[src/rtl/alu_pkg.sv]
// Shared ALU definitions: operation and condition encodings, flag bit positions
// and the issue-controller state encoding.
package alu_pkg;

    typedef enum logic [2:0] {
        OP_SUM  = 3'b000,
        OP_SUB  = 3'b001,
        OP_MUL  = 3'b010,
        OP_DIV  = 3'b011,
        OP_MOD  = 3'b100,
        OP_MOV  = 3'b101,
        OP_ILL6 = 3'b110,
        OP_ILL7 = 3'b111
    } op_e;

    typedef enum logic [3:0] {
        COND_EQ  = 4'b0000,
        COND_NE  = 4'b0001,
        COND_CS  = 4'b0010,
        COND_CC  = 4'b0011,
        COND_MI  = 4'b0100,
        COND_PL  = 4'b0101,
        COND_VS  = 4'b0110,
        COND_VC  = 4'b0111,
        COND_HI  = 4'b1000,
        COND_LS  = 4'b1001,
        COND_GE  = 4'b1010,
        COND_LT  = 4'b1011,
        COND_GT  = 4'b1100,
        COND_LE  = 4'b1101,
        COND_AL  = 4'b1110,
        COND_AL2 = 4'b1111
    } cond_e;

    // Flag vector layout is {N,Z,C,V}
    localparam int FLAG_N = 3;
    localparam int FLAG_Z = 2;
    localparam int FLAG_C = 1;
    localparam int FLAG_V = 0;

    typedef enum logic [1:0] {
        ST_IDLE = 2'b00,
        ST_EXEC = 2'b01,
        ST_WAIT = 2'b10,
        ST_WB   = 2'b11
    } state_e;

    function automatic logic op_legal(input logic [2:0] op);
        return op <= OP_MOV;
    endfunction

    function automatic logic op_is_div(input logic [2:0] op);
        return (op == OP_DIV) || (op == OP_MOD);
    endfunction

endpackage

[src/rtl/alu_issue_ctrl_cond_check.sv]
// Condition-code evaluation against a {N,Z,C,V} flag vector.
module cond_check
    import alu_pkg::*;
(
    input  logic [3:0] cond,
    input  logic [3:0] flags,
    output logic       pass
);

    logic n, z, c, v;

    assign n = flags[FLAG_N];
    assign z = flags[FLAG_Z];
    assign c = flags[FLAG_C];
    assign v = flags[FLAG_V];

    always_comb begin
        pass = 1'b1;
        case (cond)
            COND_EQ: pass = z;
            COND_NE: pass = !z;
            COND_CS: pass = c;
            COND_CC: pass = !c;
            COND_MI: pass = n;
            COND_PL: pass = !n;
            COND_VS: pass = v;
            COND_VC: pass = !v;
            COND_HI: pass = c && !z;
            COND_LS: pass = !c || z;
            COND_GE: pass = (n == v);
            COND_LT: pass = (n != v);
            COND_GT: pass = !z && (n == v);
            COND_LE: pass = z || (n != v);
            default: pass = 1'b1;
        endcase
    end

endmodule

[src/rtl/alu_issue_ctrl.sv]
// Single-issue ALU controller: latches one op, drives the ALU, waits out divider
// settling, applies conditional execution / flag update and holds the writeback.
//
// state | meaning
// IDLE  | ready for an issue
// EXEC  | latched operands on the ALU; single-cycle ops and bypassed ops capture here
// WAIT  | DIV/MOD settling, capture when the counter runs out
// WB    | writeback held until wb_ready
module alu_issue_ctrl
    import alu_pkg::*;
#(
    parameter int WIDTH       = 32,
    parameter int DIV_LATENCY = 4
) (
    input  logic             clk,
    input  logic             rst,
    input  logic             in_valid,
    output logic             in_ready,
    input  logic [2:0]       in_op,
    input  logic [3:0]       in_cond,
    input  logic             in_flag_we,
    input  logic [WIDTH-1:0] in_a,
    input  logic [WIDTH-1:0] in_b,
    input  logic [3:0]       in_rd,
    output logic [WIDTH-1:0] alu_a,
    output logic [WIDTH-1:0] alu_b,
    output logic [2:0]       alu_ctrl,
    input  logic [WIDTH-1:0] alu_result,
    input  logic [3:0]       alu_flags,
    output logic             wb_valid,
    input  logic             wb_ready,
    output logic [WIDTH-1:0] wb_data,
    output logic [3:0]       wb_rd,
    output logic             wb_exec,
    output logic [3:0]       flags,
    output logic             busy,
    output logic             illegal
);

    localparam logic [3:0] DIV_LOAD = 4'(DIV_LATENCY - 1);

    generate
        if (DIV_LATENCY < 1 || DIV_LATENCY > 15) begin : g_bad_latency
            $error("DIV_LATENCY must be in 1..15");
        end
    endgenerate

    state_e           state;
    state_e           state_nxt;

    logic [2:0]       op_q;
    logic [3:0]       cond_q;
    logic             fwe_q;
    logic [WIDTH-1:0] a_q;
    logic [WIDTH-1:0] b_q;
    logic [3:0]       rd_q;
    logic [3:0]       cnt_q;
    logic [3:0]       flags_q;
    logic [WIDTH-1:0] wb_data_q;
    logic             wb_exec_q;
    logic             illegal_q;

    logic             accept;
    logic             legal;
    logic             is_div;
    logic             div_zero;
    logic             bypass;
    logic             wait_needed;
    logic             capture;
    logic             pass;

    cond_check u_cond_check (
        .cond  (cond_q),
        .flags (flags_q),
        .pass  (pass)
    );

    assign accept      = in_valid && (state == ST_IDLE);
    assign legal       = op_legal(op_q);
    assign is_div      = op_is_div(op_q);
    assign div_zero    = is_div && (b_q == '0);
    // Illegal ops and divide-by-zero skip the settle wait and write back zero
    assign bypass      = !legal || div_zero;
    assign wait_needed = is_div && !bypass && (DIV_LATENCY > 1);
    assign capture     = ((state == ST_EXEC) && !wait_needed) ||
                         ((state == ST_WAIT) && (cnt_q == 4'd1));

    always_ff @(posedge clk) begin
        if (rst) begin
            state <= ST_IDLE;
        end else begin
            state <= state_nxt;
        end
    end

    always_comb begin
        state_nxt = state;
        case (state)
            ST_IDLE: if (in_valid) state_nxt = ST_EXEC;
            ST_EXEC: state_nxt = wait_needed ? ST_WAIT : ST_WB;
            ST_WAIT: if (cnt_q == 4'd1) state_nxt = ST_WB;
            ST_WB:   if (wb_ready) state_nxt = ST_IDLE;
            default: state_nxt = ST_IDLE;
        endcase
    end

    always_comb begin
        in_ready = (state == ST_IDLE);
        busy     = (state != ST_IDLE);
        wb_valid = (state == ST_WB);
    end

    always_ff @(posedge clk) begin
        if (rst) begin
            op_q      <= '0;
            cond_q    <= '0;
            fwe_q     <= 1'b0;
            a_q       <= '0;
            b_q       <= '0;
            rd_q      <= '0;
            cnt_q     <= '0;
            flags_q   <= '0;
            wb_data_q <= '0;
            wb_exec_q <= 1'b0;
            illegal_q <= 1'b0;
        end else begin
            if (accept) begin
                op_q   <= in_op;
                cond_q <= in_cond;
                fwe_q  <= in_flag_we;
                a_q    <= in_a;
                b_q    <= in_b;
                rd_q   <= in_rd;
            end

            if (state == ST_EXEC) begin
                cnt_q <= DIV_LOAD;
            end else if (state == ST_WAIT) begin
                cnt_q <= cnt_q - 4'd1;
            end

            // Capture is the only point where the flag register can change
            illegal_q <= capture && !legal;
            if (capture) begin
                wb_data_q <= bypass ? '0 : alu_result;
                wb_exec_q <= pass && !bypass;
                if (pass && fwe_q && !bypass) begin
                    flags_q <= alu_flags;
                end
            end
        end
    end

    assign alu_a    = a_q;
    assign alu_b    = b_q;
    assign alu_ctrl = op_q;
    assign wb_data  = wb_data_q;
    assign wb_rd    = rd_q;
    assign wb_exec  = wb_exec_q;
    assign flags    = flags_q;
    assign illegal  = illegal_q;

endmodule
[config.mk]
export PLATFORM = sky130hd
export DESIGN_NAME = alu_issue_ctrl
export DESIGN_NICKNAME = d
export VERILOG_FILES = /design/src/rtl/alu_pkg.sv /design/src/rtl/alu_issue_ctrl_cond_check.sv /design/src/rtl/alu_issue_ctrl.sv
export SDC_FILE = /design/constraint.sdc
export NUM_CORES = 1
export LEC_CHECK = 0
export CAP_MARGIN = 0
export CORE_MARGIN = 4
export CORE_UTILIZATION = 26
export CTS_BUF_LIST = sky130_fd_sc_hd__clkbuf_4 sky130_fd_sc_hd__clkbuf_8
export DETAILED_ROUTE_END_ITERATION = 10
export PLACE_DENSITY_LB_ADDON = 0.2
export SETUP_SLACK_MARGIN = 0.1
export SYNTH_ARGS = -nofsm -noshare
export SYNTH_HDL_FRONTEND = slang
export SYNTH_SLANG_ARGS = --single-unit
[constraint.sdc]
create_clock -name clk -period 1.8 [get_ports clk]
set_input_delay 0.18 -clock clk [delete_from_list [all_inputs] [get_ports clk]]
set_output_delay 0.18 -clock clk [all_outputs]
set_load 0.1 [all_outputs]
==> flow_metrics.env <==
export IMPL_outcome="finished with violations"
export IMPL_violations="setup timing"
export IMPL_p_leak_nw=3.47
export IMPL_critPathTopFamily="compound AO/OA/AOI/OAI gates"
export IMPL_cp_arrival_ns=2.29
export IMPL_internal_power_w=0.00734
export IMPL_via_per_inst=4.58
export IMPL_synth_ff_type="dfxtp_1"
export IMPL_totalWireLength_um=16400
export IMPL_yosysTopAreaCellShare=0.530
export IMPL_cts_root_buf="clkbuf_8"
export IMPL_drt_iter0_drc=174
export IMPL_setup_violations=36
export IMPL_netlist_cell_type_count=42
export IMPL_clk_pin_slew_worst_paths_ns=0.08
export IMPL_post_drt_wl_per_cell_um=15.6
export IMPL_grtUsageTotal=0.151
export IMPL_path_class="reg -> reg"
export IMPL_crit_path_end_kind="register"
export IMPL_syn_avg_cell_area_um2=8.73
export IMPL_grt_pass1_wl_um=24000
export IMPL_maxSlewViolCount=0
export IMPL_rsz0062_at_grt="true"
export IMPL_nNetsFinal=936
export IMPL_clock_skew_ns=0.0114
export IMPL_async_flop_share=0
export IMPL_cts_htree_levels=4
export IMPL_syn_nets=641
export IMPL_vdd_drop_max_uv=883
export IMPL_drc_errors=0
export IMPL_fp_dieH_um=140
export IMPL_sw_frac_of_total=0.506
export IMPL_numCtsBuffers=17
export IMPL_grt_busiest_layer="met2"
export IMPL_p_total_w=0.0149
export IMPL_grt_use_met1=0.177
export IMPL_fp_row_count=47
export IMPL_final_cell_mix="172 x buf_4, 159 x nand2_1, 114 x clkdlybuf4s50_1"
export IMPL_grt_ovfl_total=0
export IMPL_finalCritPeriodShare=1.08
export IMPL_clock_power_share=0.163
export IMPL_grt_max_degree=50
export IMPL_first_pass_iters=4
export IMPL_synth_seq_cells=120
export IMPL_num_io_pins=228
export IMPL_port_buffers=227
export IMPL_ys_seq_area_frac=0.530
export IMPL_grt_pass1_vias=4735
export IMPL_synthCells=519
export IMPL_comb_power_share=0.591
export IMPL_worstSetupPathDepth=8
export IMPL_post_synth_top_area_cell="dfxtp_1"
export IMPL_cts_tree="built"
export IMPL_areaGrowthSynthToFinish_pct=81.5
export IMPL_power_density_mw_per_mm2=1810
export IMPL_cts_sinks=120
export IMPL_min_path_cells=2
export IMPL_p_seq_frac=0.246
export IMPL_drv_cap=0
export IMPL_initial_utilization=0.269
export IMPL_synthesis_area_mm2=0.00453
export IMPL_finalHoldViolations=0
export IMPL_die_w_um=140
export IMPL_crit_slowest_cell="dfxtp_4"
export IMPL_tightest_slew_ns=0.526
export IMPL_critPathBufInv=3
export IMPL_crit_fanout=7
export IMPL_place_detailed_hpwl_um=11200
export IMPL_coreArea_mm2=0.0168
export IMPL_clock_fmax_mhz=513
export IMPL_layout_drive_gt1_share=0.363
export IMPL_crit_chain="nor4_4, buf_4, nand4_1, buf_6, o21ai_4, a221oi_4, clkbuf_16, a22o_1"
export IMPL_synth_warnings=0
export IMPL_fin_util=0.489
export IMPL_tns_ns=-4.16
export IMPL_use_met2=0.253
export IMPL_routed_via_count=4803
export IMPL_grt_met3_usage=0.0654
export IMPL_netSwitchingPower_w=0.00751
export IMPL_fin_ws_ns=-0.151
export IMPL_fin_crit_ns=1.95
export IMPL_cts_hold_buffers_added=0
export IMPL_critPathRequiredTime_ns=2.13
export IMPL_cp_slowest_stage_delay_ns=0.36
export IMPL_gp_congestion=0.808
export IMPL_relSlewSlack=0.650
export IMPL_crit_path_start_kind="register"
export IMPL_clk_path_buf_depth=2
export IMPL_yosys_top_cells_area="dfxtp_1 53%, nand2_1 13%, a21oi_1 8.7%"
export IMPL_drtAntennaViolNets=0
export IMPL_hold_class="in -> reg"
export IMPL_clock_latency_ns=0.44
export IMPL_synth_edf_count=0
export IMPL_r2r_cells=8
export IMPL_layout_commonest_cell="buf_4"
export IMPL_antenna_found_initial=0
export IMPL_fp_dieArea_mm2=0.0196
==> synthesized netlist by cell type, types with 2 or more instances <==
library cell / n
dfxtp_1: 120
a21oi_1: 79
buf_2: 5
nand2_1: 161
ha_1: 6
o22ai_1: 2
nor3_1: 6
a22o_1: 32
inv_1: 9
buf_1: 4
buf_6: 3
nor2_1: 7
xnor2_1: 2
clkbuf_1: 22
o21ai_1: 3
nor3b_1: 3
nor4_1: 9
nand2b_1: 8
mux2i_1: 11
nand4_1: 3
and3b_1: 2
nand3b_1: 2
==> power groups by stage <==
stage                     sequential [W]  clock, W  combinational [W]
after floorplan                  0.00733         0            0.00222
after global placement           0.00366         0            0.00800
after detailed placement         0.00368         0            0.00808
after CTS                        0.00365   0.00252            0.00838
after global routing             0.00372   0.00265            0.00917
final                            0.00365   0.00243            0.00877
==> registers in the layout, indices dropped and copies added, names as in the netlist <==
name      flops
alu_ctrl      3
alu_b        32
cnt_q         4
wb_exec       1
illegal       1
flags         4
alu_a        32
wb_data      32
wb_rd         4
fwe_q         1
state         2
cond_q        4
==> cell families after synthesis <==
logic type	after synthesis	synth area share
XOR/XNOR	3	0.00580
buffers and inverters	43	0.0420
multiplexers	11	0.0243
AND/OR/NAND/NOR	213	0.212
adder cells (fa/ha/maj)	6	0.0166
flip-flops	120	0.530
AO/OA/AOI/OAI	123	0.169
==> routing by layer <==
layer  vias to the layer above  routed length [um]
met5                         -                   0
met4                         0                 210
met3                        16                1370
met2                       182                8050
met1                      2233                6760
li1                       2372                   -
==> cell type report <==
type	instances	area [um^2]
antenna	1	2.50
clock buffer	18	248
timing repair buffer	309	2860
multi-input combinational	357	2100
inverter	9	40.0
fill	1607	8600
tap	220	275
sequential	120	2550
clock inverter	14	145
==> final timing paths <==
path	startpoint	end	slack [ns]
max	alu_b[8]	wb_data[10]	-0.15
min	rst	alu_ctrl[1]	0.04
max reg2reg	alu_b[8]	wb_data[10]	-0.15
min reg2reg	alu_a[30]	alu_a[30]	0.46
==> per-stage QoR <==
step | cell area [um^2] | hold slack, ns | cells | worst slack, ns
6_report | 8220 | 0.0352 | 1048 | -0.151
5_1_grt | 8220 | 0.00640 | 1047 | -0.207
4_1_cts | 8020 | 0.0147 | 1040 | -0.141
3_5_place_dp | 7450 | 0.451 | 998 | -0.603
3_3_place_gp | 7450 | 0.443 | 998 | -0.513
2_1_floorplan | 4810 | 0.306 | 519 | -0.316
==> timing repair <==
item / in CTS / in global routing
setup endpoints to repair: 46 / 91
setup buffers: 9 / 1
gates cloned: 1 / 6
gates resized for setup: 12 / 11
pin swaps: 7 / 9
Power figures use the tool's default switching activity.
